### src/rtl/axis_gen_pkg.sv
// Shared types and constants for the AXI-Stream packet generator.
package axis_gen_pkg;

   // Width of the inter-frame gap counter; covers IFG values 0..255.
   localparam int unsigned IFG_W = 8;

   typedef enum logic [1:0] {
      IDLE = 2'd0,
      SEND = 2'd1,
      GAP  = 2'd2
   } state_t;

endpackage

### src/rtl/axis_pkt_gen.sv
// AXI-Stream packet transmitter: one packet of arithmetic-sequence data per
// start command, with optional inter-frame gap before the done pulse.
module axis_pkt_gen #(
   parameter int unsigned DW   = 8,
   parameter int unsigned LW   = 16,
   parameter int unsigned STEP = 2,
   parameter int unsigned IFG  = 0
) (
   input  logic          clk,
   input  logic          rst,
   input  logic          start,
   input  logic [LW-1:0] cfg_len,
   input  logic [DW-1:0] cfg_start_val,
   output logic          busy,
   output logic          done,
   output logic [DW-1:0] m_tdata,
   output logic          m_tvalid,
   output logic          m_tlast,
   input  logic          m_tready
);
   import axis_gen_pkg::*;

   localparam logic [DW-1:0]    STEP_V   = DW'(STEP);
   localparam logic [IFG_W-1:0] IFG_LAST = (IFG > 0) ? IFG_W'(IFG - 1) : '0;

   state_t           state, state_n;
   logic [LW-1:0]    rem, rem_n;
   logic [DW-1:0]    data_q, data_n;
   logic [IFG_W-1:0] gap_cnt, gap_n;
   logic [DW-1:0]    tdata_n;
   logic             valid_n, last_n, busy_n, done_n;

   // State register.
   always_ff @(posedge clk or negedge rst) begin
      if (!rst) state <= IDLE;
      else      state <= state_n;
   end

   // Next-state logic plus next values of every registered output, so that
   // all outputs come straight from flops.
   always_comb begin
      state_n = state;
      rem_n   = rem;
      data_n  = data_q;
      gap_n   = gap_cnt;
      tdata_n = m_tdata;
      valid_n = m_tvalid;
      last_n  = m_tlast;
      busy_n  = busy;
      done_n  = 1'b0;
      case (state)
         IDLE: begin
            valid_n = 1'b0;
            last_n  = 1'b0;
            busy_n  = 1'b0;
            if (start && (cfg_len != '0)) begin
               state_n = SEND;
               rem_n   = cfg_len;
               data_n  = cfg_start_val;
               tdata_n = cfg_start_val;
               valid_n = 1'b1;
               last_n  = (cfg_len == LW'(1));
               busy_n  = 1'b1;
            end
         end
         SEND: begin
            // m_tvalid is always 1 in SEND, so m_tready alone marks a handshake.
            if (m_tready) begin
               rem_n  = rem - LW'(1);
               data_n = data_q + STEP_V;
               if (rem == LW'(1)) begin
                  valid_n = 1'b0;
                  last_n  = 1'b0;
                  if (IFG > 0) begin
                     state_n = GAP;
                     gap_n   = '0;
                  end else begin
                     state_n = IDLE;
                     busy_n  = 1'b0;
                     done_n  = 1'b1;
                  end
               end else begin
                  tdata_n = data_q + STEP_V;
                  last_n  = (rem == LW'(2));
               end
            end
         end
         GAP: begin
            if (gap_cnt == IFG_LAST) begin
               state_n = IDLE;
               busy_n  = 1'b0;
               done_n  = 1'b1;
            end else begin
               gap_n = gap_cnt + IFG_W'(1);
            end
         end
         default: begin
            state_n = IDLE;
            valid_n = 1'b0;
            last_n  = 1'b0;
            busy_n  = 1'b0;
         end
      endcase
   end

   // Datapath and output registers; reset clears everything immediately.
   always_ff @(posedge clk or negedge rst) begin
      if (!rst) begin
         rem      <= '0;
         data_q   <= '0;
         gap_cnt  <= '0;
         m_tdata  <= '0;
         m_tvalid <= 1'b0;
         m_tlast  <= 1'b0;
         busy     <= 1'b0;
         done     <= 1'b0;
      end else begin
         rem      <= rem_n;
         data_q   <= data_n;
         gap_cnt  <= gap_n;
         m_tdata  <= tdata_n;
         m_tvalid <= valid_n;
         m_tlast  <= last_n;
         busy     <= busy_n;
         done     <= done_n;
      end
   end

endmodule

### config.mk
export PLATFORM = sky130hd
export DESIGN_NAME = axis_pkt_gen
export DESIGN_NICKNAME = d
export VERILOG_FILES = /design/src/rtl/axis_gen_pkg.sv /design/src/rtl/axis_pkt_gen.sv
export SDC_FILE = /design/constraint.sdc
export NUM_CORES = 1
export LEC_CHECK = 0
export ABC_AREA = 0
export BUFFER_PORTS_ARGS = -buffer_cell sky130_fd_sc_hd__buf_2
export CORE_MARGIN = 2
export CORE_UTILIZATION = 45
export DETAILED_ROUTE_END_ITERATION = 10
export PLACE_DENSITY = 0.67
export SETUP_SLACK_MARGIN = 0.4
export SLEW_MARGIN = 20
export SYNTH_ARGS = -nofsm -noshare
export SYNTH_HDL_FRONTEND = slang
export SYNTH_SLANG_ARGS = --single-unit
### constraint.sdc
create_clock -name clk -period 2.3 [get_ports clk]
set_clock_uncertainty 0.05 [all_clocks]
set_input_delay 0.115 -clock clk [delete_from_list [all_inputs] [get_ports clk]]
set_output_delay 0.115 -clock clk [all_outputs]
set_load 0.05 [all_outputs]
# Word-level counts from Yosys, hierarchy flattened
# Cells that the tools add are included.
# W data, S select, Z words.
# word_totals
register_bits,46
in_bits,28
output_inout_bits,12
wordCells,64
# op_classes
n_addsub,3
n_eq_ne,10
muxes,28
bitwise,2
n_reduce_logical,12
# ops
op,count
$eq A16 B1 Y1 const B,2
$mux W16,2
$mux W8,4
$pmux W16 S2,1
$pmux W8 S2,2
$eq A16 B2 Y1 const B,1
$reduce_bool A16 Y1,1
$sub A16 B1 Y16 const B,1
$mux W1,10
$ne A2 B2 Y1 const B,5
$pmux W1 S3,3
$reduce_and A3 Y1,3
$add A8 B1 Y8 const B,1
$add A8 B2 Y8 const B,1
$logic_not A8 Y1,1
$mux W2,4
$reduce_and A4 Y1,2
$pmux W2 S3,1
$reduce_and A2 Y1,2
$eq A2 B1 Y1 const B,1
$eq A2 B2 Y1 const B,1
$logic_not A2 Y1,1
$not A1 Y1,2
$pmux W1 S2,1
2 further kinds,2

# Longest topological paths before layout
# Gate-level depths: netlist of the first run.
# logic_depth
depth_word,4
depth_mapped,8

# Worst setup path after synthesis of the first run
# Ideal clock, no wire load.
# synth_path
kind,reg-to-reg
start,register rem[5]
end,register m_tdata[3]
setup_ns,0.125
t_arrival_ns,1.623
t_required_ns,2.125
path_slack_ns,0.502
stages_incl_launch_ff,6
path_buffers,0
period_less_slack_ns,1.798
cell_sequence,dfrtp_1 > nor3_4 > and2_2 > nand4_4 > a21boi_4 > mux2_2
# synth_via
elab_chain_len,3
# synth_rtl
element,line,source
"start, declared",axis_pkt_gen.sv:27,"logic [LW-1:0] rem, rem_n;"
"start signal, assigned",axis_pkt_gen.sv:118,rem <= rem_n;
$eq A16 B1 Y1,axis_pkt_gen.sv:71,if (rem == LW'(1)) begin
$ne A2 B2 Y1 (no source line),n/a,
$reduce_and A4 Y1 (no source line),n/a,
"end signal, assigned",axis_pkt_gen.sv:121,m_tdata <= tdata_n;
"end, declared",axis_pkt_gen.sv:16,"output logic [DW-1:0] m_tdata,"
# Every way passes these cells.
# A chain may end at the register's enable or synchronous reset.

# Final worst setup path of the first run
# layout_path
start,register rem[9]
end,register rem[15]
# layout_via
elab_chain_len,3
# layout_rtl
element,line,source
$sub A16 B1 Y16,axis_pkt_gen.sv:69,rem_n = rem - LW'(1);
$mux W16,axis_pkt_gen.sv:68,if (m_tready) begin
$pmux W16 S2,axis_pkt_gen.sv:51,case (state)
# Every way passes these cells. The select of a mux whose other input is x is not followed.

==> results of run 1 <==
[critical path, stage by stage, from the launching register on]
cell and delay [ns]:
dfrtp_1 0.42, buf_4 0.18, nor4_1 0.45, and4_1 0.33, nand2_1 0.08, mux2i_1 0.14, a21oi_1 0.08
[how the worst max path moves through the flow]
stage / start / endpoint / slack [ns] / cells past startpoint
after detailed placement: cfg_len[4] / data_q[3]$_DFFE_PN0P_ / 0.28 / 7
after global routing: rem[11]$_DFFE_PN0P_ / m_tdata[6]$_DFFE_PN0P_ / 0.39 / 5
after floorplan: rem[5]$_DFFE_PN0P_ / m_tdata[3]$_DFFE_PN0P_ / 0.50 / 5
after global placement: cfg_len[4] / data_q[3]$_DFFE_PN0P_ / 0.29 / 7
final: rem[9]$_DFFE_PN0P_ / rem[15]$_DFFE_PN0P_ / 0.44 / 6
after CTS: rem[3]$_DFFE_PN0P_ / m_tdata[6]$_DFFE_PN0P_ / 0.40 / 5
[sequential cells by signal, indices dropped and copies added, names as in the netlist]
register  flops
busy          1
done          1
data_q        8
rem          16
m_tdata       8
state         1
m_tlast       1
[power by group]
part | switching [W] | internal (W)
combinational | 0.000752 | 0.000531
clock | 0.000221 | 0.000244
sequential | 0.000240 | 0.000853
[metal layers]
| layer | track usage, % | part of all wire (%) | vias to the layer above |
|---|---|---|---|
| li1 | - | - | 958 |
| met1 | 29.8 | 46 | 949 |
| met2 | 34.3 | 48 | 74 |
| met3 | 5.28 | 5.9 | 5 |
| met4 | 4.96 | 0.58 | 0 |
| met5 | 0 | 0 | - |
[metrics by stage]
stage | cells | hold slack [ns]
floorplan | 232 | -0.231
detailed placement | 340 | 0.213
CTS | 350 | 0.0233
global placement | 340 | 0.213
finish | 353 | 0.0278
global route | 353 | 0.0288
[cells in the mapped netlist, types with 6 or more instances]
cell,number
a21oi_1,12
nand3_1,10
nand2_1,30
o21ai_0,8
dfrtp_1,36
inv_1,7
mux2i_1,17
nor3_1,6
nor2_1,20
nor4_1,7
mux2_2,8
[timing repair]
item / CTS / global route
hold buffers: 1 / 0
buffers inserted: 1 / 3
resized for setup: 2 / 4
pin swaps: 0 / 4
hold endpoints to repair: 36 / 0
setup endpoints to repair: 6 / 9
[cell type report]
cell class,instances,area (um^2)
inverter,8,30.0
multi-input combinational,177,1250
fill,431,2070
tap,67,83.8
clock buffer,8,90.1
sequential,36,902
timing repair buffer,57,333
[logic make-up after synthesis]
group	count (synthesis)	synth area share [%]
adders and majority gates	4	2.25
muxes	26	12.2
and+or+nand+nor	94	22.5
AOI/OAI and AO/OA	48	16.3
xor gates and xnor gates	5	1.97
buffers and inverters	19	4.33
DFF	36	40.5
==> summary.md, run 1 <==
| Metric | Value |
|---|---|
| Status | complete, no violations |
| Max Clock Freq | approximately 540 MHz |
| CTS max path bufs | 2 |
| Drt via density | 5.63 |
| IO Port Bufs | 39 |
| Hold Vio Cnt, Final | 0 |
| Max Cap Violations | 0 |
| Worst-Margin Slew | about 0.82 ns |
| Fin crit period | between 1.5 and 2 ns |
| Post-Syn Instances | roughly 230 |
| Most frequent cells in the layout | 39 x buf_2, 35 x dfrtp_1, 30 x nand2_1 |
| Syn Nets | approximately 260 |
| Fin crit share | roughly four fifths |
| Core ar. | roughly 4800 um^2 |
| Clock sink count | 36 |
| Post-synth EDFFs | 0 |
| DP Wirelength | 4140 um |
| Syn Std Cell Area | roughly 2200 um^2 |
| Routed WL | 5670 um |
| Area growth from synthesis to layout | 20.9% |
| Antenna viol nets, final | 0 |
| Worst rel slew slack | 45.4% |
| Synthesis warning total | 0 |
| Wire per inst | 16.1 um |
| Placer Congestion | 0.889 |
| Crit Reg-Reg Startpoint | rem[9]$_DFFE_PN0P_ |
| Design area | 2690 um^2 |
| Reg2Reg Depth | 6 |
| Worst EP arrival | between 1.5 and 2 ns |
| TritonCTS Buffers | 5 |
| Share of layout cells above drive strength 1 | a little under a third |
| Hold wc startpoint | cfg_start_val[0] |
| Final nets | approximately 320 |
| Reg clk slew, reported paths | 0.07 ns |
| CTS tree | done |
| Largest net degree at the start of global routing | 37 |
| H-tree Lvls | 2 |
| Design Power | roughly 0.0028 W |
| WP data required | between 2 and 2.5 ns |
| Static Leak | between 1 and 1.5 nW |
| Post-synth top area share | between 40% and 50% |
| Chip width | around 74 um |
| Clk Latency, worst-skew pair | between 0.2 and 0.3 ns |
| Number of global-route vias before repair | about 1900 |
| Final Util | 56.6% |
| Row cnt | 25 |
| Post-Route Setup TNS | 0 ns |
| First-pass GRT wire length | ~9000 um |
| Maximum vdd drop | between 0.0007 and 0.0008 V |
| Fin. max-slew vios | 0 |
| R2r setup slk | roughly 0.44 ns |
| Unrepaired setup endpoints after global routing | true |
| Hold endpoint | data_q[0]$_DFFE_PN0P_ |
| Die ar. | roughly 5500 um^2 |
| Crit Path Category | reg -> reg |
| Syn avg cell area | ~9.6 um^2 |
| #FFs+latches synth | 36 |
| Dominant cells by area after synthesis | dfrtp_1 41%, mux2i_1 7.7%, nand2_1 5.1% |
| PD cells | ~1100 nW/um^2 |
| Post-synth ARST share | 100% |
| Hold depth | 2 |
| DR vias | approximately 2000 |
| Setup crit start kind | register |
| Overflow after GRT | 0 |
| CP endpoint kind | register |
| # DRC | 0 |
| Initial drt markers | about 190 |
| Final WS setup | 0.445 ns |
| Netlist cell types | 54 |
| Placement Setup Slack | roughly 0.28 ns |
| Register area share after synthesis | 40.5% |
| Hold Path Class | in -> reg |
| Worst-path fanout max | 6 |
| Cell taking the most area after synthesis | dfrtp_1 |
| Commonest non-fill, non-tap cell in the layout | buf_2 |
| Post-DP Area | 2530 um^2 |
| Total track usage | 21.5% |
| Starting Density | 46.8% |
| First drt pass iteration count | 4 |
| Die Y | 74.3 um |
| Main synth FF type | dfrtp_1 |
| Setup violations, final | 0 |
| Reg2Reg Capture Point | rem[15]$_DFFE_PN0P_ |
| Boundary Pins | 40 |
| Clk root buf | clkbuf_8 |
| Initial antenna violation count | 0 |
| # diodes | 0 |
(Power assumes the default switching activity.)
==> run 2: changes to the inputs <==
- clock period: 2.3 -> 1.8 ns (I/O delays scaled with it)
==> run 2 against run 1 <==
Against the previous run: power is 51% higher; non-clock buffer count is 38 higher; global-route usage rose by 3.9 points; first-iteration DRC count down 27%; critical path depth decreased by 1; die area unchanged; clock power is 53% higher; critical path type unchanged; final area grew 23%; sequential cell count stayed put; maximum frequency rose by 5.5%; wire length rose by 16%.
==> summary.md, run 2 (synthesis gave the netlist of run 1 again) <==
| Metric | Value |
|---|---|
| # DRC | 0 (unchanged) |
| Drt via density | 5.61 (-0.26%) |
| Max Clock Freq | 569 MHz (+5.5%) |
| Design area | 3300 um^2 (+23%) |
| Slowest CP cell | dfrtp_2 |
| Overflow after GRT | 0 (unchanged) |
| R2r setup slk | 0.04 ns (-0.40 ns) |
| DP Wirelength | 4280 um (+3.6%) |
| Starting Density | 46.8% (unchanged) |
| Unrepaired setup endpoints after global routing | true |
| Fin crit period | 1.76 ns (-0.0965 ns) |
| Hold Path Class | in -> reg |
| Highest routed layer | met4 |
| CP endpoint kind | register |
| Biggest register | rem |
| Clock sink count | 36 (unchanged) |
| Routed wl met2 | 3290 um (+21%) |
| Static Leak | 1.53 nW (+21%) |
| Wire per inst | 16.8 um (+4.5%) |
| Post-DP Area | 2740 um^2 (+8.1%) |
| # diodes | 0 (unchanged) |
| Met1 WL | 2770 um (+7.3%) |
| Delay-heaviest family, CP | simple AND/OR/NAND/NOR gates |
| Share of layout cells above drive strength 1 | 51.5% (+20 points) |
| Initial antenna violation count | 0 (unchanged) |
| Worst-Margin Slew | 0.479 ns (-0.340 ns) |
| Fill count | 363 (-16%) |
| Core ar. | 4750 um^2 (unchanged) |
| CP max stage delay | 0.46 ns (about the same) |
| CP bufs+invs | 0 (-1) |
| Antenna viol nets, final | 0 (unchanged) |
| WP data required | 1.95 ns (-0.46 ns) |
| Fin. max-slew vios | 0 (unchanged) |
| First-pass GRT wire length | 10400 um (+16%) |
| Hold Vio Cnt, Final | 0 (unchanged) |
| Commonest non-fill, non-tap cell in the layout | buf_4 |
| Max FFs per register | 16 (unchanged) |
| Max Cap Violations | 0 (unchanged) |
| CTS max path bufs | 2 (unchanged) |
| Row cnt | 25 (unchanged) |
| Die ar. | 5520 um^2 (unchanged) |
| Chip width | 74.3 um (unchanged) |
| Number of global-route vias before repair | 2167 (+16%) |
| Boundary Pins | 40 (unchanged) |
| Routed WL | 6560 um (+16%) |
| Clk root buf | clkbuf_8 |
| Worst-path fanout max | 5 (-1) |
| Clk Latency, worst-skew pair | 0.30 ns (+0.02 ns) |
| Setup crit start kind | register |
| Met3 wire len | 382 um (+14%) |
| TritonCTS Buffers | 5 (unchanged) |
| Fin crit share | 97.7% (+17 points) |
| Final nets | 355 (+12%) |
| Worst rel slew slack | 68.1% (+23 points) |
| Maximum vdd drop | 0.000773 V (+5.2%) |
| IO Port Bufs | 39 (unchanged) |
| Critical Path, Cell by Cell | nor4_4, nand2_1, or3_4, mux2i_1, a22oi_1 |
| Most frequent cells in the layout | 40 x buf_4, 39 x buf_2, 32 x dfrtp_1 |
| Final Hold Slack | 0.0380 ns (+0.0102 ns) |
| Crit Path Category | reg -> reg |
| Top flop regs | rem: 16 flops, data_q: 8 flops, m_tdata: 8 flops |
| Worst EP arrival | 1.91 ns (-0.06 ns) |
| PD cells | 1300 nW/um^2 (+23%) |
| Initial drt markers | 138 (-27%) |
| Reg clk slew, reported paths | 0.08 ns (about the same) |
| Status | complete, no violations |
| H-tree Lvls | 2 (unchanged) |
| Setup violations, final | 0 (unchanged) |
| Largest net degree at the start of global routing | 37 (unchanged) |
| DR vias | 2194 (+10%) |
| Die Y | 74.3 um (unchanged) |
| Total track usage | 25.4% (+3.9 points) |
| Area growth from synthesis to layout | 48.2% |
| Placer Congestion | 0.853 (-4.0%) |
| First drt pass iteration count | 4 (unchanged) |
| CTS tree | done |
## run 2: changes by cell type in the layout (fill, tap and decap cells not counted), moves of 4 or more
cell     delta
buf_6      +12
o21ai_2     +4
nand2_1     -7
o21ai_0     -4
nand2_2     +5
nor4_2      +4
nor4_1      -7
buf_4      +23
## run 2: routing by layer
layer / track usage, % / vias to the layer above
li1: - / 1035
met1: 32.7 / 1075
met2: 43.0 / 75
met3: 4.88 / 9
met4: 8.93 / 0
met5: 0 / -
## run 2: stage by stage
stage / setup TNS (ns) / power (W) / util [%] / setup WS [ns] / std cells
3_5_place_dp: -0.116 / 0.00310 / 57.6 / -0.0282 / 358
2_1_floorplan: 0 / 0.00261 / - / 0.0596 / 232
6_report: 0 / 0.00430 / 69.3 / 0.0413 / 391
3_3_place_gp: 0 / 0.00307 / 57.6 / 0.00421 / 358
4_1_cts: 0 / 0.00408 / 65.4 / 0.0591 / 385
5_1_grt: -0.0777 / 0.00456 / 69.3 / -0.0291 / 391
## run 2: final timing paths
path | start | endpoint | cells past startpoint
max in group asynchronous | rst | rem[7]$_DFFE_PN0P_ | 3
max | rem[0]$_DFFE_PN0P_ | rem[9]$_DFFE_PN0P_ | 5
max reg2reg | rem[0]$_DFFE_PN0P_ | rem[9]$_DFFE_PN0P_ | 5
min | cfg_len[10] | rem[10]$_DFFE_PN0P_ | 3
min in group asynchronous | rst | rem[8]$_DFFE_PN0P_ | 3
min reg2reg | data_q[0]$_DFFE_PN0P_ | data_q[0]$_DFFE_PN0P_ | 1
## run 2: layout make-up
class	count	area, um^2	share of cell area, %
multi-input cells	177	1480	44.9
inverters	8	32.5	0.987
repair buffers	95	686	20.8
clock buffers	6	72.6	2.20
well taps	67	83.8	2.54
clock inverters	2	35.0	1.06
flip-flops and latches	36	906	27.5
## run 2: power breakdown
group | internal (W) | switching (W)
Clock | 0.000411 | 0.000303
Sequential | 0.00109 | 0.000310
Combinational | 0.00101 | 0.00117
## run 2: what timing repair did
item,4_1_cts,5_1_grt
pin swaps,13,10
resized for setup,28,33
hold endpoints to repair,37,0
setup endpoints to repair,32,36
buffers inserted,17,6
hold buffers,2,0
## run 2: tightest hold or removal path, cell delays in order
cell and delay (ns):
buf_2 0.11, a22oi_1 0.08, nand2_1 0.06
==> run 3: changes to the inputs <==
- ABC_AREA: 0 -> 1
- CORE_ASPECT_RATIO: not set -> 1.4
- PLACE_DENSITY: 0.67 -> 0.66
==> run 3 against run 2 <==
Against the previous run: setup slack improved by 0.16 ns; wire length rose by 9.9%; non-clock buffer count fell by 12; core utilization fell by 5.8 points; hold slack improved by 0.020 ns; sequential power rose by 6%; maximum frequency rose by 10%; critical path depth rose by 4; synthesized area rose by 7.1%; first-iteration DRC count rose by 5.8%; via count rose by 17%; critical path type unchanged; largest cell class unchanged; largest power group unchanged.
==> summary.md, run 3 <==
| Metric | Value |
|---|---|
| Delay-heaviest family, CP | flip-flops |
| Max Cap Violations | 0 (unchanged) |
| Max Clock Freq | 626 MHz (+10%) |
| Initial antenna violation count | 0 (unchanged) |
| Crit Path Category | reg -> reg |
| Overflow after GRT | 0 (unchanged) |
| Boundary Pins | 40 (unchanged) |
| Commonest cells in the netlist | 121 x nand2_1, 48 x nand3_1, 36 x dfrtp_1, 36 x nor2_1, 26 x inv_1 |
| Hold endpoint | rem[11]$_DFFE_PN0P_ |
| Die ar. | 5900 um^2 (+6.9%) |
| PD cells | 1510 nW/um^2 (+16%) |
| Drt via density | 5.28 (-5.9%) |
| Fin crit share | 88.8% (-9.0 points) |
| IO Port Bufs | 39 (unchanged) |
| Placer Congestion | 0.872 (+2.2%) |
| Syn avg cell area | 7.01 um^2 (-27%) |
| Post-Syn Instances | 340 (+47%) |
| #FFs+latches synth | 36 (unchanged) |
| Fin. max-slew vios | 0 (unchanged) |
| Fin crit period | 1.60 ns (-0.161 ns) |
| Row cnt | 31 (+24%) |
| Reg clk slew, reported paths | 0.07 ns (about the same) |
| DP Wirelength | 4310 um (+0.57%) |
| Dominant cells by area after synthesis | dfrtp_1 38%, nand2_1 19%, nand3_1 10% |
| Hold wc startpoint | cfg_len[11] |
| Wire per inst | 14.8 um (-12%) |
| Critical Path, Cell by Cell | inv_2, ha_4, buf_12, inv_4, nor2_2, a31oi_1, a21oi_1, nand2_1, nand2_1 |
| Post-synth EDFFs | 0 (unchanged) |
| # DRC | 0 (unchanged) |
| Clk Latency, worst-skew pair | 0.29 ns (about the same) |
| R2r setup slk | 0.20 ns (+0.16 ns) |
| Post-synth ARST share | 100% (unchanged) |
| Final nets | 453 (+28%) |
| Main synth FF type | dfrtp_1 |
| Biggest register | rem |
| Antenna viol nets, final | 0 (unchanged) |
| Maximum vdd drop | 0.000664 V (-14%) |
| Final WS setup | 0.202 ns (+0.161 ns) |
| Top flop regs | rem: 16 flops, data_q: 8 flops, m_tdata: 8 flops |
| Clk root buf | clkbuf_8 |
| Post-Route Setup TNS | 0 ns (unchanged) |
| Final Util | 63.5% (-5.8 points) |
| Die Y | 90.1 um (+21%) |
| CP max stage delay | 0.43 ns (-0.03 ns) |
| Core ar. | 5160 um^2 (+8.5%) |
| Levels on crit path | 9 (+4) |
| Top cell by count, worst path | nand2_1 |
| Worst-path fanout max | 4 (-1) |
| Initial drt markers | 146 (+5.8%) |
| Final Non-Filler Cells | 487 (+25%) |
| Status | complete, no violations |
| Largest net degree at the start of global routing | 37 (unchanged) |
| Cell taking the most area after synthesis | dfrtp_1 |
| Routed WL | 7210 um (+9.9%) |
| Clock sink count | 36 (unchanged) |
| Hold Path Class | in -> reg |
| Syn Std Cell Area | 2380 um^2 (+7.1%) |
| Placement Setup Slack | 0.149 ns (+0.177 ns) |
| Most frequent cells in the layout | 111 x nand2_1, 46 x nand3_1, 40 x buf_4 |
| Synthesis warning total | 0 (unchanged) |
| Area growth from synthesis to layout | 37.6% |
| Max FFs per register | 16 (unchanged) |
| Top-count cell post-synth | nand2_1 |
| Chip width | 65.5 um (-12%) |
| Post-DP Area | 2670 um^2 (-2.5%) |
| Hold depth | 5 (+2) |
| Unrepaired setup endpoints after global routing | true |
| Netlist cell types | 31 (-43%) |
| WP data required | 1.97 ns (+0.02 ns) |
| Reg2Reg Depth | 9 (+4) |
| Worst rel slew slack | 69.0% (+0.89 points) |
| Total track usage | 23.9% (-1.5 points) |
| CP endpoint kind | register |
| Design area | 3280 um^2 (-0.53%) |
| Post-synth top area share | 37.8% (-2.7 points) |
| Share of layout cells above drive strength 1 | 39.0% (-13 points) |
| H-tree Lvls | 2 (unchanged) |
| Worst-Margin Slew | 0.465 ns (-0.0133 ns) |
| Commonest non-fill, non-tap cell in the layout | nand2_1 |
| Setup crit start kind | register |
| Static Leak | 1.63 nW (+6.5%) |
| Setup violations, final | 0 (unchanged) |
| Dpl cells | 444 (+24%) |
| Worst EP arrival | 1.77 ns (-0.14 ns) |
| Starting Density | 46.2% (-0.58 points) |
| CTS tree | done |
| Slowest CP cell | dfrtp_1 |
| First-pass GRT wire length | 11000 um (+6.0%) |
| DR vias | 2572 (+17%) |
| Crit Reg-Reg Startpoint | rem[0]$_DFFE_PN0P_ |
| CP bufs+invs | 3 (+3) |
| Hold Vio Cnt, Final | 0 (unchanged) |
| Reg2Reg Capture Point | rem[6]$_DFFE_PN0P_ |
| TritonCTS Buffers | 5 (unchanged) |
| # diodes | 0 (unchanged) |
| Syn Nets | 372 (+41%) |
| Register area share after synthesis | 37.8% (-2.7 points) |
| CTS max path bufs | 2 (unchanged) |
| Number of global-route vias before repair | 2455 (+13%) |
| First drt pass iteration count | 4 (unchanged) |
run 3: cell type report:
type,count,area [um^2]
fill,463,1880
clock buffer,7,96.3
multi-input combinational,268,1530
inverter,27,106
timing repair buffer,83,557
tap,66,82.6
sequential,36,908
run 3: stage by stage:
step / hold WS [ns] / total power, W
after CTS: 0.0276 / 0.00448
after detailed placement: 0.115 / 0.00351
after global placement: 0.115 / 0.00348
after floorplan: -0.256 / 0.00304
after global routing: 0.0852 / 0.00531
final: 0.0582 / 0.00496
run 3: what timing repair did:
item	4_1_cts	5_1_grt
hold endpoints to repair	36	0
resized for setup	31	41
gates cloned	2	1
hold buffers	1	0
setup buffers	13	19
setup endpoints to repair	35	35
pin swaps	6	6
run 3: worst min-delay path, cell delays in order:
cell and delay, ns:
buf_2 0.08, nand2_1 0.04, nand2_1 0.05, nand2_1 0.04, nand2_1 0.05
run 3: how the worst max path moves through the flow:
| stage | start | end | slack [ns] |
|---|---|---|---|
| 3_3_place_gp | rem[0]$_DFFE_PN0P_ | rem[8]$_DFFE_PN0P_ | 0.15 |
| 4_1_cts | rem[1]$_DFFE_PN0P_ | m_tdata[7]$_DFFE_PN0P_ | 0.33 |
| 6_report | rem[0]$_DFFE_PN0P_ | rem[6]$_DFFE_PN0P_ | 0.20 |
| 5_1_grt | rem[0]$_DFFE_PN0P_ | rem[6]$_DFFE_PN0P_ | 0.14 |
| 2_1_floorplan | rem[0]$_DFFE_PN0P_ | rem[8]$_DFFE_PN0P_ | 0.40 |
| 3_5_place_dp | rem[0]$_DFFE_PN0P_ | rem[8]$_DFFE_PN0P_ | 0.15 |
run 3: cells by family (layout without fill, tap and decap cells):
kind of cell	count (synthesis)	in the layout	synth area share, %
AO/OA/AOI/OAI	27	27	7.56
XOR/XNOR	4	4	1.47
adder cells (fa/ha/maj)	4	4	2.10
buffers and inverters	39	117	7.72
flip-flops	36	36	37.8
multiplexers	1	1	0.420
AND/OR/NAND/NOR	229	232	42.9
run 3: power breakdown:
part | leakage (nW) | switching (W) | internal [W]
combinational | 1.12 | 0.00176 | 0.00107
sequential | 0.453 | 0.000348 | 0.00115
clock | 0.0503 | 0.000290 | 0.000341
run 3: routing by layer:
layer	share of wire [%]	GRT usage [%]
met2	54	42.5
met4	3.5	12.0
met3	4.3	2.88
met5	0	0
met1	38	27.2
